$ cat config.mk
export PLATFORM = sky130hd
export DESIGN_NAME = aes_byte_sequencer
export DESIGN_NICKNAME = d
export VERILOG_FILES = /design/src/rtl/aes_byte_sequencer.sv
export SDC_FILE = /design/constraint.sdc
export NUM_CORES = 1
export LEC_CHECK = 0
export ABC_AREA = 1
export CAP_MARGIN = 10
export CORE_MARGIN = 4
export CORE_UTILIZATION = 54
export CTS_CLUSTER_SIZE = 25
export DETAILED_ROUTE_END_ITERATION = 10
export PLACE_DENSITY = 0.82
export SKIP_LAST_GASP = 1
export SLEW_MARGIN = 5
export SYNTH_ARGS = -nofsm -noshare
export SYNTH_HDL_FRONTEND = slang
export SYNTH_SLANG_ARGS = --single-unit
$ cat constraint.sdc
create_clock -name i_Clk -period 3.3 [get_ports i_Clk]
set_input_delay 0.825 -clock i_Clk [delete_from_list [all_inputs] [get_ports i_Clk]]
set_output_delay 0.825 -clock i_Clk [all_outputs]
set_load 0.05 [all_outputs]
$ cat src/rtl/aes_byte_sequencer.sv
// aes_byte_sequencer
//   Host-side initiator for an AES-128 core with a start/done handshake.
//   It collects a 16-byte key and a 16-byte text block from a valid/ready
//   byte stream. It then pulses start to the core and holds text, key and
//   mode stable while it waits for done. It captures the core result and
//   streams it back out as 16 bytes, MSB byte first.
//
//   Build option: define AES_SEQ_CBC_EN to add CBC chaining and the
//   i_fChainClr port. Without it the block runs in plain ECB.
//
// Parameters
//   TIMEOUT_CYCLES  cycles allowed in WAIT for i_fCoreDone before abort (>=32)
//
// Ports
//   i_Clk, i_Rst        clock; synchronous active-high reset
//   i_Byte/i_fByteValid input byte stream; o_fByteReady high in LOAD
//   i_fKeySel           1: byte goes to key buffer, 0: text buffer
//   i_fDec              mode for the next block, sampled in START
//   o_Byte/o_fByteValid output byte stream (SEND); i_fByteReady from sink
//   o_fCoreStart        one-cycle start pulse to the core
//   o_fCoreDec          latched mode to the core
//   o_CoreText          block to the core, stable START..WAIT
//   o_CoreKey           key to the core, stable outside LOAD
//   i_CoreData          core result, valid with i_fCoreDone
//   i_fCoreDone         one-cycle done flag from the core
//   i_fChainClr         (AES_SEQ_CBC_EN only) clears chain register in LOAD
//   o_fBusy             sequencer not in LOAD
//   o_fTimeout          sticky core-timeout flag, cleared only by reset
module aes_byte_sequencer #(
  parameter int unsigned TIMEOUT_CYCLES = 64
) (
  input  logic         i_Clk,
  input  logic         i_Rst,
  input  logic [7:0]   i_Byte,
  input  logic         i_fByteValid,
  input  logic         i_fKeySel,
  input  logic         i_fDec,
  output logic         o_fByteReady,
  output logic [7:0]   o_Byte,
  output logic         o_fByteValid,
  input  logic         i_fByteReady,
  output logic         o_fCoreStart,
  output logic         o_fCoreDec,
  output logic [127:0] o_CoreText,
  output logic [127:0] o_CoreKey,
  input  logic [127:0] i_CoreData,
  input  logic         i_fCoreDone,
`ifdef AES_SEQ_CBC_EN
  input  logic         i_fChainClr,
`endif
  output logic         o_fBusy,
  output logic         o_fTimeout
);

  localparam int unsigned WAIT_W = $clog2(TIMEOUT_CYCLES);
  localparam logic [WAIT_W-1:0] WAIT_LAST = WAIT_W'(TIMEOUT_CYCLES - 1);

  typedef enum logic [1:0] {
    ST_LOAD,
    ST_START,
    ST_WAIT,
    ST_SEND
  } state_t;

  state_t state, state_nxt;

  logic [127:0] key_buf;
  logic [127:0] text_buf;
  logic [127:0] out_buf;
  logic [3:0]   key_cnt;
  logic [3:0]   text_cnt;
  logic [3:0]   send_cnt;
  logic [WAIT_W-1:0] wait_cnt;
  logic         dec_q;
  logic         timeout_q;

  logic         key_acc;
  logic         text_acc;
  logic         send_acc;
  logic         wait_last;
  logic [127:0] core_text;
  logic [127:0] result;

`ifdef AES_SEQ_CBC_EN
  logic [127:0] chain;
  logic         mode_dec;

  // In START the mode register is not yet loaded, so the live i_fDec selects
  // the chained text; from WAIT onward the latched mode keeps it stable.
  assign mode_dec  = (state == ST_START) ? i_fDec : dec_q;
  assign core_text = mode_dec ? text_buf : (text_buf ^ chain);
  assign result    = dec_q ? (i_CoreData ^ chain) : i_CoreData;
`else
  assign core_text = text_buf;
  assign result    = i_CoreData;
`endif

  assign key_acc   = (state == ST_LOAD) && i_fByteValid && i_fKeySel;
  assign text_acc  = (state == ST_LOAD) && i_fByteValid && !i_fKeySel;
  assign send_acc  = (state == ST_SEND) && i_fByteReady;
  assign wait_last = (wait_cnt == WAIT_LAST);

  always_ff @(posedge i_Clk) begin
    if (i_Rst) state <= ST_LOAD;
    else       state <= state_nxt;
  end

  always_comb begin
    state_nxt = state;
    case (state)
      ST_LOAD:  if (text_acc && (text_cnt == 4'd15)) state_nxt = ST_START;
      ST_START: state_nxt = ST_WAIT;
      // Done takes priority over the timeout limit on the same cycle.
      ST_WAIT: begin
        if (i_fCoreDone)    state_nxt = ST_SEND;
        else if (wait_last) state_nxt = ST_LOAD;
      end
      ST_SEND:  if (send_acc && (send_cnt == 4'd15)) state_nxt = ST_LOAD;
      default:  state_nxt = ST_LOAD;
    endcase
  end

  always_ff @(posedge i_Clk) begin
    if (i_Rst) begin
      key_buf   <= '0;
      text_buf  <= '0;
      out_buf   <= '0;
      key_cnt   <= '0;
      text_cnt  <= '0;
      send_cnt  <= '0;
      wait_cnt  <= '0;
      dec_q     <= 1'b0;
      timeout_q <= 1'b0;
`ifdef AES_SEQ_CBC_EN
      chain     <= '0;
`endif
    end else begin
      // ~cnt*8 places byte 0 at [127:120] and byte 15 at [7:0].
      if (key_acc) begin
        key_buf[{~key_cnt, 3'b000} +: 8] <= i_Byte;
        key_cnt <= key_cnt + 4'd1;
      end
      if (text_acc) begin
        text_buf[{~text_cnt, 3'b000} +: 8] <= i_Byte;
        text_cnt <= text_cnt + 4'd1;
      end
      if (state == ST_START) begin
        dec_q    <= i_fDec;
        wait_cnt <= '0;
      end
      if (state == ST_WAIT) begin
        wait_cnt <= wait_cnt + WAIT_W'(1);
        if (i_fCoreDone) begin
          out_buf <= result;
`ifdef AES_SEQ_CBC_EN
          chain   <= dec_q ? text_buf : i_CoreData;
`endif
        end else if (wait_last) begin
          timeout_q <= 1'b1;
        end
      end
      if (send_acc) begin
        out_buf  <= {out_buf[119:0], 8'h00};
        send_cnt <= send_cnt + 4'd1;
      end
`ifdef AES_SEQ_CBC_EN
      if ((state == ST_LOAD) && i_fChainClr) chain <= '0;
`endif
    end
  end

  assign o_fByteReady = (state == ST_LOAD);
  assign o_fByteValid = (state == ST_SEND);
  assign o_fCoreStart = (state == ST_START);
  assign o_fBusy      = (state != ST_LOAD);
  assign o_Byte       = out_buf[127:120];
  assign o_fCoreDec   = dec_q;
  assign o_CoreText   = core_text;
  assign o_CoreKey    = key_buf;
  assign o_fTimeout   = timeout_q;

endmodule

[After elaboration in Yosys (flattened, before gate mapping)]
Index checks and enable logic that the tools add are counted.
Widths: inputs -> output; s select.
Operators by class
  add/sub/neg operators: 6
  equality and inequality tests: 9
  shifts and indexed selects: 4
  muxes and demuxes: 12
  bitwise gates (word level): 3
  reduce and logical (&&, ||, !) cells: 17
Operator list (number)
  $mux 128: 3
  $bwmux 128: 2
  $shift 8x9->128 const A: 2
  $shiftx 8x9->128: 2
  $neg 7->9: 2
  $add 4x1->4 const B: 3
  $mux 6: 2
  $eq 4x4->1 const B: 2
  $mux 2: 4
  $not 4->4: 2
  $pmux 2 s4: 1
  $reduce_bool 2->1: 4
  $add 6x1->6 const B: 1
  $eq 6x6->1 const B: 1
  $logic_and 1x1->1: 6
  $reduce_and 3->1: 2
  $eq 2x2->1 const B: 2
  $ne 2x1->1 const B: 2
  $reduce_and 2->1: 2
  $ne 3x3->1 const B: 1
  $eq 2x1->1 const B: 1
  $logic_not 2->1: 1
  $reduce_or 2->1: 1
  $logic_not 1->1: 1
  $not 1->1: 1
Storage, ports and cells
  bits in registers: 406
  input bits: 143
  output and inout port bits: 270
  logic and storage cells: 62

[Logic depth before layout (Yosys ltp)]
  word-level depth: 6
  depth in mapped cells: 12
  gate-level depth less buffers: 10

[Worst setup path before layout]
OpenSTA, ideal clock, no wires.
  path type: reg2reg
  start: reg state[1]
  end: reg text_buf[40] (netlist: o_CoreText[40])
  setup time: 116 ps
  arrival: 2057 ps
  data required time: 3184 ps
  path slack: 1127 ps
  cell stages (with the launch flop): 11
  path buffers: 1
  clock period less this slack: 2173 ps
  cell sequence: dfxtp_1 inv_1 ha_1 nand2_1 nor2_2 o21ai_0 nor2_2 nand2_1 buf_2 o21ai_0 nor2_1
Between the ends
  cells in the longest elaborated chain, start to end: 3
Ends and longest elaborated chain
  start: declaration: line 65  | state_t state, state_nxt;
  start signal: assignment: line 105  | else state <= state_nxt;
  $logic_not 2->1
  net o_fByteReady: line 38  | output logic o_fByteReady,
  $logic_and 1x1->1 (2 in series): line 99  | assign text_acc = (state == ST_LOAD) && i_fByteValid && !i_fKeySel;
  end signal: indexed assignment: line 144  | text_buf[{~text_cnt, 3'b000} +: 8] <= i_Byte;
  end: declaration: line 68  | logic [127:0] text_buf;
The timed path passes the listed nets, and every way through them passes these cells.
A chain may end at the register's enable or synchronous reset.

[Worst setup path after layout]
  start: reg state[1]
  end: out o_fByteReady
Between the ends
  cells in the longest elaborated chain, start to end: 1
Ends and longest elaborated chain
  $logic_not 2->1: line 172  | assign o_fByteReady = (state == ST_LOAD);
  end: declaration: line 38
Every way passes these cells.

==> results.txt <==
----------------------------------------------------
[Pwr]
  IR drop worst, VDD ... about 0.55 mV
  Leakage power summed over all cells ... 9.29 nW
  Power density of the placed cells ... between 500 and 600 mW/mm²

[Setup path]
  Critical R2R Capture ... o_CoreKey[97]
  Number of cells on the worst reg-to-reg path ... 7
  Flop2flop setup slack ... 0.42 ns
  Maximum fanout count along the critical path ... 5
  CP required ... roughly 2.5 ns
  Signal arrival time at the worst endpoint ... 2.22 ns
  CP startpoint kind ... register
  Critical path capture point type ... output port
  Slowest Stage Delay on Critical Path ... 0.87 ns
  Max stage delay cell, worst path ... sky130_fd_sc_hd__clkdlybuf4s50_1
  Origin of the worst setup path ... state[1]
  Critical path start-end classification ... register to output port
  Worst flop-to-flop path startpoint ... key_cnt[0]
  Critical Path, Cell by Cell ... inv_1 -> ha_1 -> clkdlybuf4s50_1
  Critical Path Sink ... o_fByteReady

[Logic synthesis]
  Avg Cell Area, Syn ... 7.13 µm²
  Sequential element share of the synthesized area ... 0.480
  Cell count after synthesis ... 2375
  Cell area after technology mapping ... 0.0169 mm²
  Register bit count reported by yosys ... between 400 and 500
  Share of the synthesized area in the top cell type ... 0.480
  Dominant cell type by area after synthesis ... sky130_fd_sc_hd__dfxtp_1
  Mapped Nets ... 2529
  Synth warnings ... 0
  Largest cells by area after synthesis ... sky130_fd_sc_hd__dfxtp_1 48%, sky130_fd_sc_hd__nand2_1 12%, sky130_fd_sc_hd__nor2_1 9.3%, sky130_fd_sc_hd__o21ai_0 5.9%, sky130_fd_sc_hd__inv_1 5.1%
  Number of distinct library cell variants in the gate-level netlist after synthesis ... 33

[CTS]
  Number of buffers created by CTS ... 43
  Hold-fix buffer count after cts ... 0
  Post-CTS Setup Bufs ... 0
  Clock-pin slew on the worst setup and hold paths ... 0.06 ns
  CTS H-Tree Depth ... 2
  TritonCTS clock tree ... yes
  CTS Root Buffer Type ... sky130_fd_sc_hd__clkbuf_16
  Number of sinks on the clock net ... 406
  Number of buffers on the longest clock path ... 3
  Resize count post-CTS ... 0
  Clock latency on the worst-skew pair ... 0.53 ns

[Global routing]
  GRT Residual Overflow ... 0
  First-pass GRT wire length ... 83600 µm
  Maximum number of pins on one net before global-route repair ... between 90 and 100
  Initial antenna violation count ... 0
  GRT Overall Usage ... 0.302
  Number of global-route vias before repair ... 16100

[Flow run]
  Count of max-cap constraint violations ... 0

[Routing]
  Residual DRC count ... 0
  Detail-routed net length per standard cell ... between 15 and 20 µm
  DR pass1 iterations ... 6
  Post-detailed-route count of antenna-violating nets ... 0
  Via-per-instance ratio ... 5.52
  Routed wire length ... around 55000 µm
  DRC violation total after the first TritonRoute iteration ... 1310
  Vias ... 17400

[Place]
  Total half-perimeter wirelength after legalization and detailed placement ... 39300 µm
  PortBufs ... 412
  GPL Wtd Cong ... 0.948
  Placed cell area ... about 0.021 mm²

[Timing]
  Headroom to the max-slew limit ... 0.448
  Hold violation total from the final report ... 0
  Worst-margin pin slew ... roughly 0.83 ns
  Maximum clock frequency ... 328 MHz
  Hold slack final ... 0.461 ns
  Post-Route Skew ... 0.0160 ns
  Final worst-path cycle share ... 0.923
  Final setup viols ... 0
  Total negative slack for setup checks ... 0 ns
  Final-report max-slew violation count ... 0
  Setup repair after global routing missed its margin ... no
  Final critical delay including setup and external delays ... 3.05 ns

[Floorplan]
  # rows ... 64
  Initial core utilization ... 0.551
  Die H ... 185 µm
  Die Outline Area ... ~0.034 mm²
  Die outline width ... between 150 and 200 µm
  Core region area ... 0.0307 mm²
  I/O pins ... 413

[Worst hold path]
  Hold WC Path Type ... register to register

[Final layout]
  FILL cells ... about 2300
  Total area of sequential cells ... 0.00813 mm²
  Total area of multi-input combinational cells ... between 0.007 and 0.008 mm²
  Fraction of final layout cells with drive strength greater than 1 ... 0.0509
  Number of nets at the end of the flow ... roughly 2900
  Summed area of non-filler cells in the final layout ... ~0.023 mm²
  Growth of design area from synthesis to finish ... 33.6%

[Status]
  Run status ... finished clean

----------------------------------------------------
-- layout make-up --
type | count | area share
multi-input cells | 1585 | 0.323
well taps | 396 | 0.0219
flip-flops and latches | 406 | 0.359
repair buffers | 445 | 0.197
clock inverters | 8 | 0.00304
inverters | 236 | 0.0396
diodes | 1 | 0.000111
clock buffers | 69 | 0.0568
-- power by group --
part | internal [mW] | leakage [nW] | switching, mW
clock network | 2.74 | 0.667 | 1.91
registers | 5.03 | 3.28 | 0.0981
logic | 0.533 | 5.35 | 1.09
-- cells in the final DEF (no fill, tap or decap), types with 2 or more instances in the layout --
master	instances
sky130_fd_sc_hd__nor2_1	421
sky130_fd_sc_hd__nand2_1	519
sky130_fd_sc_hd__clkdlybuf4s50_1	411
sky130_fd_sc_hd__buf_12	7
sky130_fd_sc_hd__a31oi_1	67
sky130_fd_sc_hd__buf_4	26
sky130_fd_sc_hd__clkbuf_1	17
sky130_fd_sc_hd__clkinv_2	6
sky130_fd_sc_hd__nand2_2	7
sky130_fd_sc_hd__clkbuf_16	45
sky130_fd_sc_hd__o221ai_1	32
sky130_fd_sc_hd__nand2_4	3
sky130_fd_sc_hd__dfxtp_1	406
sky130_fd_sc_hd__ha_1	11
sky130_fd_sc_hd__o21a_1	3
sky130_fd_sc_hd__inv_2	8
sky130_fd_sc_hd__clkbuf_8	7
sky130_fd_sc_hd__and3_1	2
sky130_fd_sc_hd__xnor2_4	2
sky130_fd_sc_hd__o21ai_0	201
sky130_fd_sc_hd__inv_1	226
sky130_fd_sc_hd__nand4_1	21
sky130_fd_sc_hd__nor2_2	13
sky130_fd_sc_hd__a21oi_1	115
sky130_fd_sc_hd__nand3_2	2
sky130_fd_sc_hd__nor3_1	8
sky130_fd_sc_hd__nor2_4	7
sky130_fd_sc_hd__nand3_1	124
sky130_fd_sc_hd__o211ai_1	21
-- layer usage --
metal  track usage  share of wire
met1         0.378           0.39
met2         0.507           0.47
met3        0.0516          0.089
met4         0.150          0.057
met5             0              0
-- through the flow --
step / setup WS, ns / std cells / power (mW) / utilization
2_1_floorplan: 1.13 / 2375 / 6.22 / -
3_3_place_gp: 0.459 / 3068 / 6.79 / 0.692
3_5_place_dp: 0.403 / 3068 / 6.82 / 0.692
4_1_cts: 0.228 / 3145 / 11.4 / 0.736
5_1_grt: 0.173 / 3145 / 11.8 / 0.736
6_report: 0.254 / 3146 / 11.4 / 0.736
-- worst min-delay path by stage --
stage / end / slack, ns / cells after the start / startpoint
CTS: o_CoreKey[81] / 0.46 / 2 / o_CoreKey[81]
global placement: out_buf[7] / 0.45 / 2 / out_buf[7]
floorplan: out_buf[0] / 0.44 / 2 / out_buf[0]
finish: o_CoreKey[87] / 0.46 / 2 / o_CoreKey[87]
global route: out_buf[6] / 0.48 / 2 / out_buf[6]
detailed placement: o_CoreKey[81] / 0.45 / 2 / o_CoreKey[81]
-- Yosys cell counts --
library cell	instances
sky130_fd_sc_hd__a211oi_1	1
sky130_fd_sc_hd__a21oi_1	115
sky130_fd_sc_hd__a31oi_1	67
sky130_fd_sc_hd__and3_1	2
sky130_fd_sc_hd__buf_1	9
sky130_fd_sc_hd__buf_2	28
sky130_fd_sc_hd__buf_4	13
sky130_fd_sc_hd__clkbuf_1	98
sky130_fd_sc_hd__dfxtp_1	406
sky130_fd_sc_hd__ha_1	11
sky130_fd_sc_hd__inv_1	228
sky130_fd_sc_hd__inv_2	7
sky130_fd_sc_hd__inv_4	1
sky130_fd_sc_hd__nand2_1	521
sky130_fd_sc_hd__nand2_2	7
sky130_fd_sc_hd__nand2_4	1
sky130_fd_sc_hd__nand3_1	124
sky130_fd_sc_hd__nand3_2	2
sky130_fd_sc_hd__nand4_1	21
sky130_fd_sc_hd__nand4_2	1
sky130_fd_sc_hd__nor2_1	421
sky130_fd_sc_hd__nor2_2	13
sky130_fd_sc_hd__nor2_4	7
sky130_fd_sc_hd__nor3_1	8
sky130_fd_sc_hd__o211ai_1	21
sky130_fd_sc_hd__o21a_1	3
sky130_fd_sc_hd__o21ai_0	201
sky130_fd_sc_hd__o21ai_1	1
sky130_fd_sc_hd__o21bai_1	1
sky130_fd_sc_hd__o221ai_1	32
sky130_fd_sc_hd__xnor2_1	1
sky130_fd_sc_hd__xnor2_4	2
sky130_fd_sc_hd__xor2_2	1
-- cells by family (layout without fill, tap and decap cells) --
group | Yosys count | after routing | share of synthesized area
AO/OA/AOI/OAI | 442 | 442 | 0.146
flip-flops | 406 | 406 | 0.480
AND/OR/NAND/NOR | 1128 | 1128 | 0.271
other | 0 | 1 | 0
XOR/XNOR | 4 | 4 | 0.00473
adder cells (fa/ha/maj) | 11 | 11 | 0.00812
buffers and inverters | 384 | 758 | 0.0902
-- state kept, by name, summed over array words and instances (netlist names) --
name        count
send_cnt        4
text_cnt        4
o_CoreText    128
key_cnt         4
state           2
o_fTimeout      1
out_buf       128
o_CoreKey     128
o_fCoreDec      1
wait_cnt        6
-- critical path: cells and delay by family (launching register included) --
| family | cells | cell delay (ns) |
|---|---|---|
| buffers and inverters | 2 | 1.01 |
| adder cells (fa/ha/maj) | 1 | 0.35 |
| flip-flops | 1 | 0.34 |
No activity file was read; power rests on OpenSTA's default activity.
